## src/rtl/ball_motion_pkg.sv

```systemverilog
// ----------------------------------------------------------------------------
// ball_motion_pkg
// Shared definitions for the ball logic:
//   dir_e        - bounce direction codes, shared with bounce_detect
//                  (UP=0, RIGHT=1, DOWN=2, LEFT=3)
//   ball_state_e - ball controller state encodings
//   SIGN_POS/NEG - velocity sign encoding used for dx/dy
//   COORD_W      - width of every screen coordinate
// ----------------------------------------------------------------------------
package ball_motion_pkg;

   localparam int COORD_W = 10;

   typedef enum logic [1:0] {
      DIR_UP    = 2'd0,
      DIR_RIGHT = 2'd1,
      DIR_DOWN  = 2'd2,
      DIR_LEFT  = 2'd3
   } dir_e;

   typedef enum logic [1:0] {
      ST_HOLD   = 2'd0,
      ST_RUN    = 2'd1,
      ST_STEP   = 2'd2,
      ST_SAMPLE = 2'd3
   } ball_state_e;

   // A velocity sign of 1 means the coordinate increases each frame.
   localparam logic SIGN_POS = 1'b1;
   localparam logic SIGN_NEG = 1'b0;

endpackage

```

## src/rtl/ball_axis_step.sv

```systemverilog
// ----------------------------------------------------------------------------
// ball_axis_step
// Computes one frame of motion along a single axis, including wall reflection.
// Ports:
//   pos      in  current centre coordinate
//   dir      in  current velocity sign (1 = increasing)
//   lo, hi   in  low and high wall coordinates
//   speed    in  pixels moved per frame
//   radius   in  ball radius
//   next_pos out coordinate after this frame
//   next_dir out velocity sign after this frame
//   hit_lo   out ball reached the low wall this frame
//   hit_hi   out ball reached the high wall this frame
// HI_INCLUSIVE selects whether touching the high wall exactly counts as a hit
// (the floor uses >=, the side walls use >).
// ----------------------------------------------------------------------------
module ball_axis_step
   import ball_motion_pkg::*;
#(
   parameter bit HI_INCLUSIVE = 1'b0
) (
   input  logic [COORD_W-1:0] pos,
   input  logic               dir,
   input  logic [COORD_W-1:0] lo,
   input  logic [COORD_W-1:0] hi,
   input  logic [3:0]         speed,
   input  logic [5:0]         radius,
   output logic [COORD_W-1:0] next_pos,
   output logic               next_dir,
   output logic               hit_lo,
   output logic               hit_hi
);

   // Comparisons are done one bit wider than the coordinate so that neither
   // the limit nor the projected edge can wrap before being compared.
   logic [COORD_W:0] lo_limit;
   logic [COORD_W:0] hi_reach;
   logic             hi_over;

   assign lo_limit = {1'b0, lo}  + (COORD_W+1)'(radius) + (COORD_W+1)'(speed);
   assign hi_reach = {1'b0, pos} + (COORD_W+1)'(radius) + (COORD_W+1)'(speed);
   assign hi_over  = HI_INCLUSIVE ? (hi_reach >= {1'b0, hi}) : (hi_reach > {1'b0, hi});

   always_comb begin
      next_pos = pos;
      next_dir = dir;
      hit_lo   = 1'b0;
      hit_hi   = 1'b0;
      if (dir == SIGN_NEG) begin
         // Moving toward the low wall: clamp the edge onto the wall and turn round.
         if ({1'b0, pos} < lo_limit) begin
            next_pos = lo + COORD_W'(radius);
            next_dir = SIGN_POS;
            hit_lo   = 1'b1;
         end else begin
            next_pos = pos - COORD_W'(speed);
         end
      end else begin
         if (hi_over) begin
            next_pos = hi - COORD_W'(radius);
            next_dir = SIGN_NEG;
            hit_hi   = 1'b1;
         end else begin
            next_pos = pos + COORD_W'(speed);
         end
      end
   end

endmodule

```

## src/rtl/ball_motion.sv

```systemverilog
// ----------------------------------------------------------------------------
// ball_motion
// Owns the ball: holds its position and velocity, advances it once per video
// frame, reflects it off the playfield walls and applies the verdict of the
// external bounce_detect block one cycle after each move.
// Ports:
//   clk, rst_n          clock and asynchronous active-low reset
//   frame_tick          one-cycle pulse per video frame
//   launch              one-cycle pulse releasing the ball from the paddle
//   paddle_x/paddle_top paddle centre x and top edge y
//   bounced/direction   bounce_detect verdict for the current b_x/b_y
//   b_x, b_y, b_radius  ball centre and radius
//   moving              ball is in flight (not held on the paddle)
//   hit                 one-cycle pulse: target bounce accepted
//   lost                one-cycle pulse: ball reached the floor
// ----------------------------------------------------------------------------
module ball_motion
   import ball_motion_pkg::*;
#(
   parameter int unsigned RADIUS  = 4,
   parameter int unsigned SPEED   = 2,
   parameter int unsigned FIELD_L = 8,
   parameter int unsigned FIELD_R = 631,
   parameter int unsigned FIELD_T = 8,
   parameter int unsigned FIELD_B = 479,
   parameter int unsigned X_RST   = 320,
   parameter int unsigned Y_RST   = 440
) (
   input  logic               clk,
   input  logic               rst_n,
   input  logic               frame_tick,
   input  logic               launch,
   input  logic [COORD_W-1:0] paddle_x,
   input  logic [COORD_W-1:0] paddle_top,
   input  logic               bounced,
   input  logic [1:0]         direction,
   output logic [COORD_W-1:0] b_x,
   output logic [COORD_W-1:0] b_y,
   output logic [5:0]         b_radius,
   output logic               moving,
   output logic               hit,
   output logic               lost
);

   // While held, the ball rests just above the paddle's top edge.
   localparam logic [COORD_W-1:0] HOLD_OFFSET = COORD_W'(RADIUS + 1);

   ball_state_e        state;
   logic               dx;
   logic               dy;

   logic [COORD_W-1:0] x_next;
   logic [COORD_W-1:0] y_next;
   logic               x_next_dir;
   logic               y_next_dir;
   logic               x_hit_lo;
   logic               x_hit_hi;
   logic               y_hit_lo;
   logic               y_hit_hi;
   logic               unused_wall_hits;

   assign b_radius = 6'(RADIUS);

   // Side and ceiling hits are fully handled inside the axis steppers.
   assign unused_wall_hits = ^{x_hit_lo, x_hit_hi, y_hit_lo};

   ball_axis_step #(
      .HI_INCLUSIVE(1'b0)
   ) u_step_x (
      .pos      (b_x),
      .dir      (dx),
      .lo       (COORD_W'(FIELD_L)),
      .hi       (COORD_W'(FIELD_R)),
      .speed    (4'(SPEED)),
      .radius   (6'(RADIUS)),
      .next_pos (x_next),
      .next_dir (x_next_dir),
      .hit_lo   (x_hit_lo),
      .hit_hi   (x_hit_hi)
   );

   // The floor is not a wall: reaching it means the ball is lost.
   ball_axis_step #(
      .HI_INCLUSIVE(1'b1)
   ) u_step_y (
      .pos      (b_y),
      .dir      (dy),
      .lo       (COORD_W'(FIELD_T)),
      .hi       (COORD_W'(FIELD_B)),
      .speed    (4'(SPEED)),
      .radius   (6'(RADIUS)),
      .next_pos (y_next),
      .next_dir (y_next_dir),
      .hit_lo   (y_hit_lo),
      .hit_hi   (y_hit_hi)
   );

   // Ball controller. Walls act in STEP, the target verdict in SAMPLE, so a
   // frame that does both applies the wall first. Target bounces force the
   // velocity sign rather than toggling it, so a target that stays overlapped
   // across several frames cannot keep re-reflecting the ball. frame_tick is
   // only honoured in RUN; ticks arriving in STEP/SAMPLE are dropped.
   always_ff @(posedge clk or negedge rst_n) begin
      if (!rst_n) begin
         state  <= ST_HOLD;
         b_x    <= COORD_W'(X_RST);
         b_y    <= COORD_W'(Y_RST);
         dx     <= SIGN_POS;
         dy     <= SIGN_NEG;
         moving <= 1'b0;
         hit    <= 1'b0;
         lost   <= 1'b0;
      end else begin
         hit  <= 1'b0;
         lost <= 1'b0;
         case (state)
            ST_HOLD: begin
               b_x <= paddle_x;
               b_y <= paddle_top - HOLD_OFFSET;
               if (launch) begin
                  state  <= ST_RUN;
                  dx     <= SIGN_POS;
                  dy     <= SIGN_NEG;
                  moving <= 1'b1;
               end
            end
            ST_RUN: begin
               if (frame_tick) begin
                  state <= ST_STEP;
               end
            end
            ST_STEP: begin
               if (y_hit_hi) begin
                  lost   <= 1'b1;
                  moving <= 1'b0;
                  state  <= ST_HOLD;
               end else begin
                  b_x   <= x_next;
                  b_y   <= y_next;
                  dx    <= x_next_dir;
                  dy    <= y_next_dir;
                  state <= ST_SAMPLE;
               end
            end
            ST_SAMPLE: begin
               if (bounced) begin
                  hit <= 1'b1;
                  case (dir_e'(direction))
                     DIR_UP:    dy <= SIGN_NEG;
                     DIR_DOWN:  dy <= SIGN_POS;
                     DIR_LEFT:  dx <= SIGN_NEG;
                     DIR_RIGHT: dx <= SIGN_POS;
                     default:   dx <= dx;
                  endcase
               end
               state <= ST_RUN;
            end
            default: state <= ST_HOLD;
         endcase
      end
   end

endmodule

```

## config.mk

```make
export PLATFORM = sky130hd
export DESIGN_NAME = ball_motion
export DESIGN_NICKNAME = d
export VERILOG_FILES = /design/src/rtl/ball_motion_pkg.sv /design/src/rtl/ball_axis_step.sv /design/src/rtl/ball_motion.sv
export SDC_FILE = /design/constraint.sdc
export NUM_CORES = 1
export LEC_CHECK = 0
export CORE_MARGIN = 2
export CORE_UTILIZATION = 53
export DETAILED_ROUTE_END_ITERATION = 10
export PLACE_DENSITY = 0.87
export SLEW_MARGIN = 20
export SYNTH_ARGS = -nofsm -noshare
export SYNTH_HDL_FRONTEND = slang
export SYNTH_SLANG_ARGS = --single-unit
```

## constraint.sdc

```tcl
create_clock -name clk -period 3.6 [get_ports clk]
set_clock_uncertainty 0.2 [all_clocks]
set_input_delay 0.9 -clock clk [delete_from_list [all_inputs] [get_ports clk]]
set_output_delay 0.9 -clock clk [all_outputs]
set_load 0.01 [all_outputs]
```

# --- Yosys cells after proc, flatten, opt, wreduce, memory -nomap -nowiden ---
# Index checks and enable logic that the tools add are counted.
totals:
  register_bits: 27
  latchBits: 0
  ramBits: 0
  mem_bits_ro: 0
  wordCells: 81
  mem_count: 0
classes:
  addsub: 9
  mul: 0
  n_div: 0
  magnitude_cmp: 4
  eq_ne: 13
  shifts: 0
  muxes: 38
  n_bitwise: 0
  n_reduce_logical: 9
op_table:
  columns: ["op", "n"]
  rows:
  - ["2-to-1 mux 10 bit", 8]
  - ["case mux 10 bit (2 select lines)", 2]
  - ["adder 10 x 3 -> 11 bit, second input constant", 2]
  - ["adder 11 x 2 -> 11 bit, second input constant", 2]
  - ["adder 10 x 2 -> 10 bit, second input constant", 2]
  - ["less-than comparator 10 x 4 -> 1 bit, second input constant", 2]
  - ["subtractor 10 x 2 -> 10 bit, second input constant", 2]
  - ["2-to-1 mux 1 bit", 19]
  - [">= comparator 11 x 9 -> 1 bit, second input constant", 1]
  - ["> comparator 11 x 10 -> 1 bit, second input constant", 1]
  - ["AND reduction 5 bit", 2]
  - ["subtractor 10 x 3 -> 10 bit, second input constant", 1]
  - ["equality test 2 bit, second input constant", 4]
  - ["inequality test 2 bit, second input constant", 4]
  - ["case mux 2 bit (4 select lines)", 1]
  - ["2-to-1 mux 2 bit", 3]
  - ["case mux 1 bit (2 select lines)", 3]
  - ["case mux 1 bit (3 select lines)", 2]
  - ["equality test 2 x 1 -> 1 bit, second input constant", 2]
  - ["zero test 2 bit", 2]
  - ["AND reduction 2 bit", 2]
  - ["inequality test 3 x 1 -> 1 bit, second input constant", 1]
  - ["inequality test 3 bit, second input constant", 1]
  - ["AND reduction 3 bit", 1]
  - ["other kinds (3)", 3]

# --- Longest topological paths before layout ---
# Gate-level depths: netlist of the first run.
logic_depth:
  ltp_word: 7
  depth_mapped: 12
  ltp_nobuf: 9

# --- By module ---
# From an unflattened synthesis of the first run, not the netlist that was laid out.
hier_totals:
  cells_unflattened: 871
  area_unflattened_um2: 7010.5
modules_own_cells:
  columns: ["mod", "instances", "cells_per_inst", "area_each_um2", "seq_area_each_um2"]
  rows:
  - ["ball_axis_step (u_step_x)", 1, 351, 2711.4, 0.0]
  - ["ball_axis_step (u_step_y)", 1, 343, 2660.1, 0.0]
  - ["ball_motion", 1, 177, 1639.1, 685.7]

# --- Worst setup path before layout of the first run ---
# No wires, ideal clock.
synth_path:
  path_kind: "register to register"
  from: "reg b_x[2]"
  to: "reg dx"
  setup_ns: 0.082
  t_arrival_ns: 2.645
  required_time_ns: 3.318
  path_slack_ns: 0.673
  stages_incl_launch_ff: 11
  n_path_buf: 2
  period_less_slack_ns: 2.927
  path_cell_list: "dfrtp_1 > clkbuf_1 > inv_1 > ha_1 > clkbuf_1 > or3_1 > a211o_1 > a221oi_2 > nand2_2 > a21o_1 > mux2_4"
synth_between:
  elab_chain_cells: 7
  elab_cells_between_ends: 9
  cone_classes: "add/sub: 2; order compare: 2; mux: 5"
synth_lines:
  columns: ["element", "line", "rtl"]
  rows:
  - ["start: declaration", "ball_motion.sv:37", "output logic [COORD_W-1:0] b_x,"]
  - ["start signal: assignment", "ball_motion.sv:106", "b_x <= COORD_W'(X_RST);"]
  - ["start signal: assignment", "ball_motion.sv:118", "b_x <= paddle_x;"]
  - ["start signal: assignment", "ball_motion.sv:138", "b_x <= x_next;"]
  - ["adder 10 x 3 -> 11 bit", "ball_axis_step.sv:41", "assign hi_reach = {1'b0, pos} + (COORD_W+1)'(radius) + (COORD_W+1)'(speed);"]
  - ["adder 11 x 2 -> 11 bit", "ball_axis_step.sv:41", null]
  - ["> comparator 11 x 10 -> 1 bit", "ball_axis_step.sv:42", "assign hi_over = HI_INCLUSIVE ? (hi_reach >= {1'b0, hi}) : (hi_reach > {1'b0, hi});"]
  - ["2-to-1 mux 1 bit", "ball_axis_step.sv:59", "if (hi_over) begin"]
  - ["2-to-1 mux 1 bit (*)", "ball_axis_step.sv:49", "if (dir == SIGN_NEG) begin"]
  - ["2-to-1 mux 1 bit (*)", "ball_motion.sv:133", "if (y_hit_hi) begin"]
  - ["case mux 1 bit (3 select lines) (*)", "ball_motion.sv:116", "case (state)"]
  - ["end signal: assignment", "ball_motion.sv:140", "dx <= x_next_dir;"]
  - ["end: declaration", "ball_motion.sv:49", "logic dx;"]
# Every way passes the cells marked *; elsewhere a longest branch is shown, timed or not. The select of a mux whose other input is x is not followed.
# A chain may end at the register's enable or synchronous reset.

# --- Worst setup path after layout of the first run ---
# Same ends and word-level chain as after synthesis.

==> results of run 1 <==
-- cell usage in the layout (no fill, tap or decap), types with 6 or more instances in the layout --
cell              n
a211oi_1          6
a21oi_1          22
a31oi_1           9
clkdlybuf4s50_1  49
conb_1            6
dfrtp_1          19
dfstp_2           8
ha_1             11
inv_1            18
nand2_1          31
nand3_1          13
nor2_1           34
nor3_1           11
o21ai_0          29
o22ai_1           7
xnor2_1          10
xor2_1            9
-- flip-flops by register name, indices dropped and copies added, names as in the netlist --
name	flops
dx	1
hit	1
dy	1
b_y	10
moving	1
state	2
b_x	10
lost	1
-- cells in the mapped netlist (2+ instances only) --
master,instances
buf_6,4
and3_1,3
o22ai_1,7
o211ai_1,2
inv_1,18
o21ai_0,29
a221oi_2,2
nand3_1,13
clkbuf_1,12
nand2b_1,3
dfstp_2,8
nor3b_1,2
a32oi_1,3
nand2_1,31
or3_1,3
buf_1,2
o2111a_1,2
nor4_2,2
nor2b_1,5
a311o_1,2
o21ai_1,5
mux2_4,3
a311oi_1,3
a211oi_1,6
a41oi_1,2
buf_2,7
a31oi_1,9
dfrtp_1,19
xor2_1,9
buf_4,9
mux2i_1,4
nor2_1,34
nor4_1,5
nand4_1,5
xnor2_1,10
a22oi_1,4
a21oi_1,22
ha_1,11
and2_1,3
conb_1,2
nor3_1,11
o2111ai_1,2
-- power groups by stage --
stage / Sequential (uW) / Combinational (uW) / Clock (uW)
final: 866 / 1820 / 181
after global routing: 901 / 1980 / 188
after CTS: 850 / 1790 / 180
after detailed placement: 855 / 1780 / 0
after global placement: 843 / 1740 / 0
after floorplan: 649 / 1470 / 0
-- final cells by class --
| type | count | area, um^2 |
|---|---|---|
| Clock buffer | 4 | 45.0 |
| Fill cell | 453 | 1840 |
| Inverter | 20 | 77.6 |
| Multi-Input combinational cell | 290 | 1920 |
| Sequential cell | 27 | 686 |
| Tap cell | 70 | 87.6 |
| Timing Repair Buffer | 53 | 520 |
-- stage by stage --
stage / setup slack (ns) / hold WS, ns / total power (uW) / std cells
CTS: 0.564 / 0.367 / 2820 / 464
floorplan: 0.673 / 0.347 / 2120 / 371
detailed placement: 0.549 / 0.332 / 2640 / 460
global placement: 0.638 / 0.333 / 2580 / 460
finish: 0.547 / 0.371 / 2870 / 464
global route: 0.180 / 0.424 / 3070 / 464
-- worst min-delay path, stage by stage (launching register included) --
cell,delay [ns]
dfrtp_1,0.39
o21ai_1,0.07
o21ai_0,0.07
-- worst min-delay path by stage --
stage / slack (ns) / startpoint / to
final: 0.37 / moving$_DFFE_PN0P_ / moving$_DFFE_PN0P_
after global routing: 0.42 / b_x[6]$_DFFE_PN1P_ / b_x[6]$_DFFE_PN1P_
after CTS: 0.37 / b_x[6]$_DFFE_PN1P_ / b_x[6]$_DFFE_PN1P_
after detailed placement: 0.33 / moving$_DFFE_PN0P_ / moving$_DFFE_PN0P_
after global placement: 0.33 / moving$_DFFE_PN0P_ / moving$_DFFE_PN0P_
after floorplan: 0.35 / moving$_DFFE_PN0P_ / moving$_DFFE_PN0P_
-- cell families (layout without fill, tap and decap cells) --
group           after synthesis  in the layout  share of synthesized area [%]
simple gates                130            130                           23.1
fa+ha+maj                    11             11                           4.80
compound gates              116            116                           29.1
buf+inv                      54             77                           9.69
flops                        27             27                           23.9
mux                           8              8                           3.36
other cells                   2              6                          0.262
xor+xnor                     19             19                           5.81
-- per-layer routing --
layer	global-route usage, %	routed length [um]
met5	0	0
met3	2.67	594
met1	37.2	3550
met2	40.7	3580
met4	7.86	115
==> metrics.md, run 1 <==
| Metric | Value |
|---|---|
| Outcome | `finished clean` |
| Number of cells on the critical path | `9` |
| Clock Sinks | `27` |
| Mapped cell area | `2870 um^2` |
| Fmax | `328 MHz` |
| Combinational share of power | `63.5%` |
| GRT Total Usage | `25.8%` |
| Fin crit share | `84.8%` |
| Final Max Slew Viols | `0` |
| First-pass GRT wire length | `12.6 mm` |
| FF+latch count, synth | `27` |
| Fin area | `3330 um^2` |
| Initial DRC Count | `481` |
| Initial Utilization | `55.4%` |
| Layout area overhead | `16.3%` |
| Core ar. | `5170 um^2` |
| Finished Core Util | `64.4%` |
| Clock latency on the worst-skew pair | `0.28 ns` |
| CTS Buf Count | `3` |
| Chip height | `77.5 um` |
| WP data required | `3.61 ns` |
| Share of cells above drive strength 1 | `9.39%` |
| Slowest cell delay on critical path | `0.63 ns` |
| Reg clk slew, reported paths | `0.10 ns` |
| DPL Wire Length | `5.69 mm` |
| Critical Path Sink | `dx$_DFFE_PN1P_` |
| Avg WL per Cell | `16.9 um` |
| Vias in the first global route | `2636` |
| Final #Nets | `433` |
| CP Cell Sequence | `inv_1, ha_1, o21ai_0, a2111oi_0, nor3_1, a221oi_2, nand2_2, a21o_1, mux2_4` |
| Hold Fails Final Rpt | `0` |
| Synth top area share | `16.6%` |
| Synth unique cells | `71` |
| Initial antenna violation count | `0` |
| Post-DRT Antenna Nets | `0` |
| Pleak | `0.00126 uW` |
| Most frequently used flop master after synthesis | `dfrtp_1` |
| Post-synth EDFFs | `0` |
| Post-Syn Instances | `367` |
| R2r setup slk | `0.55 ns` |
| Worst min-delay path class | `flip-flop to flip-flop` |
| R2r startpoint | `b_x[2]$_DFFE_PN0P_` |
| Worst slew margin | `51.2%` |
| Syn. warnings | `0` |
| DR vias/cell | `6.35` |
| P_int | `1390 uW` |
| Sequential Power Share | `30.2%` |
| Final WL | `7.84 mm` |
| Worst setup startpoint | `b_x[2]$_DFFE_PN0P_` |
| H-Tree Depth | `1` |
| Worst Path Arrival | `3.07 ns` |
| Clock power frac | `6.3%` |
| P_sw | `1480 uW` |
| Largest cells by area after synthesis | `dfrtp_1 (17%), dfstp_2 (7.3%), o21ai_0 (5.1%), ha_1 (4.8%), nor2_1 (4.5%)` |
| FF-to-FF End | `dx$_DFFE_PN1P_` |
| Rows | `26` |
| Post_cts resized | `0` |
| CP top delay family | `compound AO/OA/AOI/OAI gates` |
| Total Die Area | `6010 um^2` |
| Worst path slowest cell | `dfrtp_1` |
| Die width | `77.5 um` |
| Seq/Total Area, Yosys | `23.9%` |
| Worst setup SP type | `flip-flop` |
| CP Capture Type | `flip-flop` |
| Switching Share | `51.6%` |
| Crit Path Max Fanout | `17` |
| DRT Pass-1 Iters | `6` |
| Hold-fix buffers, CTS | `0` |
| Worst-margin pin slew | `0.728 ns` |
| Hold Path Depth | `2` |
| Pwr/cell area | `860 nW/um^2` |
| Port Buf Inserts | `49` |
| Worst Path Buf+Inv | `1` |
| RSZ-0062 raised after global routing | `no` |
| Antenna Cells | `0` |
| Final period demand of the worst path | `3.05 ns` |
| CTS tree | `yes` |
| Setup TNS | `0 ns` |
| Dpl cell area | `3290 um^2` |
| Final setup fails | `0` |
| Synth area leader | `dfrtp_1` |
| Reg2Reg Depth | `9` |
| Ports | `56` |
| Worst vdd ir | `0.380 mV` |
| GP Congestion | `0.949` |
| Longest Clk Path Bufs | `2` |
| Global route overflow | `0` |
| Via count | `2945` |
| Ys async rst share | `100%` |
| DRC | `0` |
| Post CTS Setup Buffer Count | `0` |
| Largest net degree at the start of global routing | `28` |
| Max-cap violations | `0` |
| Root Buffer | `clkbuf_8` |
| Syn_area_per_cell | `7.81 um^2` |
| WS Path Type | `flip-flop to flip-flop` |
Power figures use the tool's default switching activity.
==> inputs of run 2 (changes only) <==
==> constraint.sdc (replaced) <==
create_clock -name clk -period 3.1 [get_ports clk]
set_clock_uncertainty 0.2 [all_clocks]
set_input_delay 0.775 -clock clk [delete_from_list [all_inputs] [get_ports clk]]
set_output_delay 0.775 -clock clk [all_outputs]
set_load 0.01 [all_outputs]
==> metrics.md, run 2 (synthesis gave the netlist of run 1 again) <==
| Metric | Value |
|---|---|
| WP data required | `3.10 ns (-0.51 ns)` |
| CTS tree | `yes` |
| GP Congestion | `0.976 (+2.8%)` |
| Crit Path Max Fanout | `13 (-4)` |
| H-Tree Depth | `1 (unchanged)` |
| Vias in the first global route | `2669 (+1.3%)` |
| First-pass GRT wire length | `12.8 mm (+1.1%)` |
| Fin area | `3410 um^2 (+2.4%)` |
| Slowest cell delay on critical path | `0.70 ns (+0.07 ns)` |
| DPL Wire Length | `5.68 mm (-0.22%)` |
| Hold-fix buffers, CTS | `0 (unchanged)` |
| Ports | `56 (unchanged)` |
| Initial DRC Count | `380 (-21%)` |
| Final #Nets | `443 (+2.3%)` |
| Hold Fails Final Rpt | `0 (unchanged)` |
| Post CTS Setup Buffer Count | `0 (unchanged)` |
| Largest net degree at the start of global routing | `28 (unchanged)` |
| Setup TNS | `0 ns (unchanged)` |
| Worst Path Buf+Inv | `1 (unchanged)` |
| Worst vdd ir | `0.537 mV (+41%)` |
| Post_cts resized | `0 (unchanged)` |
| GRT Total Usage | `25.7% (-0.094 points)` |
| Switching Share | `50.5% (-1.1 points)` |
| DRC | `0 (unchanged)` |
| Clock power frac | `6.5% (+0.2 points)` |
| Rows | `26 (unchanged)` |
| Antenna Cells | `0 (unchanged)` |
| Final WL | `7.66 mm (-2.3%)` |
| Most frequent cells in the layout | `clkdlybuf4s50_1 (49), nor2_1 (34), nand2_1 (31)` |
| Worst setup SP type | `flip-flop` |
| Pwr/cell area | `999 nW/um^2 (+16%)` |
| Avg WL per Cell | `16.2 um (-4.4%)` |
| Worst path slowest cell | `dfstp_2` |
| Pleak | `0.00132 uW (+4.3%)` |
| P_sw | `1720 uW (+16%)` |
| Hold_sp | `moving$_DFFE_PN0P_` |
| Core ar. | `5170 um^2 (unchanged)` |
| Root Buffer | `clkbuf_8` |
| Max-cap violations | `0 (unchanged)` |
| Final period demand of the worst path | `2.76 ns (-0.297 ns)` |
| Clock latency on the worst-skew pair | `0.28 ns (about the same)` |
| Worst Path Arrival | `2.75 ns (-0.32 ns)` |
| Fin crit share | `88.9% (+4.1 points)` |
| Port Buf Inserts | `49 (unchanged)` |
| DRT Pass-1 Iters | `5 (-1)` |
| RSZ-0062 raised after global routing | `no` |
| Reg2Reg Depth | `8 (-1)` |
| Final Max Slew Viols | `0 (unchanged)` |
| Combinational share of power | `67.1% (+3.6 points)` |
| Share of cells above drive strength 1 | `11.9% (+2.5 points)` |
| Hold Path Depth | `2 (unchanged)` |
| R2r setup slk | `0.34 ns (-0.20 ns)` |
| Die width | `77.5 um (unchanged)` |
| Most frequent CP cell | `o21ai_0` |
| CTS Buf Count | `3 (unchanged)` |
| R2r startpoint | `b_y[5]$_DFFE_PN1P_` |
| Worst min-delay path class | `flip-flop to flip-flop` |
| CP Cell Sequence | `nand3_1, or4_4, a311oi_1, a31oi_1, buf_4, a41oi_1, o21ai_0, o21ai_0` |
| Global route overflow | `0 (unchanged)` |
| Most common cell after layout, fill and taps aside | `clkdlybuf4s50_1` |
| WHS Endpoint | `moving$_DFFE_PN0P_` |
| Fmax | `363 MHz (+11%)` |
| Biggest regs | `b_x: 10 flops, b_y: 10 flops, state: 2 flops` |
| Post-DRT Antenna Nets | `0 (unchanged)` |
| P_int | `1690 uW (+22%)` |
| Worst-margin pin slew | `0.547 ns (-0.181 ns)` |
| Initial Utilization | `55.4% (unchanged)` |
| Final setup fails | `0 (unchanged)` |
| Chip height | `77.5 um (unchanged)` |
| Via count | `2972 (+0.92%)` |
| Total Die Area | `6010 um^2 (unchanged)` |
| CP top delay family | `compound AO/OA/AOI/OAI gates` |
| WS Path Type | `flip-flop to flip-flop` |
| Outcome | `finished clean` |
| Initial antenna violation count | `0 (unchanged)` |
| Reg clk slew, reported paths | `0.11 ns (about the same)` |
| Dpl cell area | `3360 um^2 (+2.3%)` |
| FF-to-FF End | `b_y[5]$_DFFE_PN1P_` |
| Clock Sinks | `27 (unchanged)` |
| Sequential Power Share | `26.3% (-3.9 points)` |
| Layout area overhead | `19.1%` |
| Worst slew margin | `63.4% (+12 points)` |
| Longest Clk Path Bufs | `2 (unchanged)` |
| CP Capture Type | `flip-flop` |
| DR vias/cell | `6.27 (-1.2%)` |
## run 2: cell types whose count changed in the layout (fill, tap and decap cells not counted), sizes merged
cell | previous run | this run
buf | 4 | 14
clkbuf | 4 | 3
inv | 20 | 21
## run 2: tightest hold or removal path, cell delays in order, from the launching register on
cell and delay (ns):
dfrtp_1 0.39, o21ai_1 0.07, o21ai_0 0.08
## run 2: final cells by class
| cell class | count | area, um^2 |
|---|---|---|
| clock buffer | 3 | 41.3 |
| clock inverter | 1 | 8.76 |
| fill | 424 | 1760 |
| inverter | 20 | 77.6 |
| multi-input combinational | 290 | 1920 |
| sequential | 27 | 686 |
| tap | 70 | 87.6 |
| timing repair buffer | 63 | 596 |
## run 2: worst max path at each step
stage	startpoint	endpoint	depth (start not counted)
3_3_place_gp	paddle_top[0]	b_y[8]$_DFFE_PN1P_	9
5_1_grt	b_x[2]$_DFFE_PN0P_	b_x[3]$_DFFE_PN0P_	9
6_report	b_y[5]$_DFFE_PN1P_	b_y[5]$_DFFE_PN1P_	8
4_1_cts	b_y[5]$_DFFE_PN1P_	b_y[5]$_DFFE_PN1P_	8
3_5_place_dp	paddle_top[0]	b_y[8]$_DFFE_PN1P_	9
2_1_floorplan	b_x[2]$_DFFE_PN0P_	dx$_DFFE_PN1P_	10
## run 2: layer usage
metal	share of wire, %	global-route usage [%]	vias to the layer above
met5	0	0	-
met4	1.3	4.11	0
met3	7.0	1.98	22
met2	47	42.0	158
met1	45	37.7	1395
li1	-	-	1397
## run 2: power groups by stage
| stage | Sequential [uW] | Clock [uW] | Combinational (uW) |
|---|---|---|---|
| global route | 922 | 240 | 2500 |
| floorplan | 753 | 0 | 1700 |
| detailed placement | 888 | 0 | 2250 |
| CTS | 882 | 224 | 2260 |
| finish | 898 | 222 | 2290 |
| global placement | 881 | 0 | 2200 |
## run 2: metrics by stage
stage	setup slack, ns	hold WS [ns]	utilization, %	cells	power, uW
floorplan	0.173	0.279	-	371	2460
global placement	0.271	0.314	65.0	470	3080
detailed placement	0.167	0.347	65.0	470	3130
CTS	0.359	0.376	66.0	474	3370
global route	0.142	0.396	66.0	474	3660
finish	0.344	0.368	66.0	474	3410
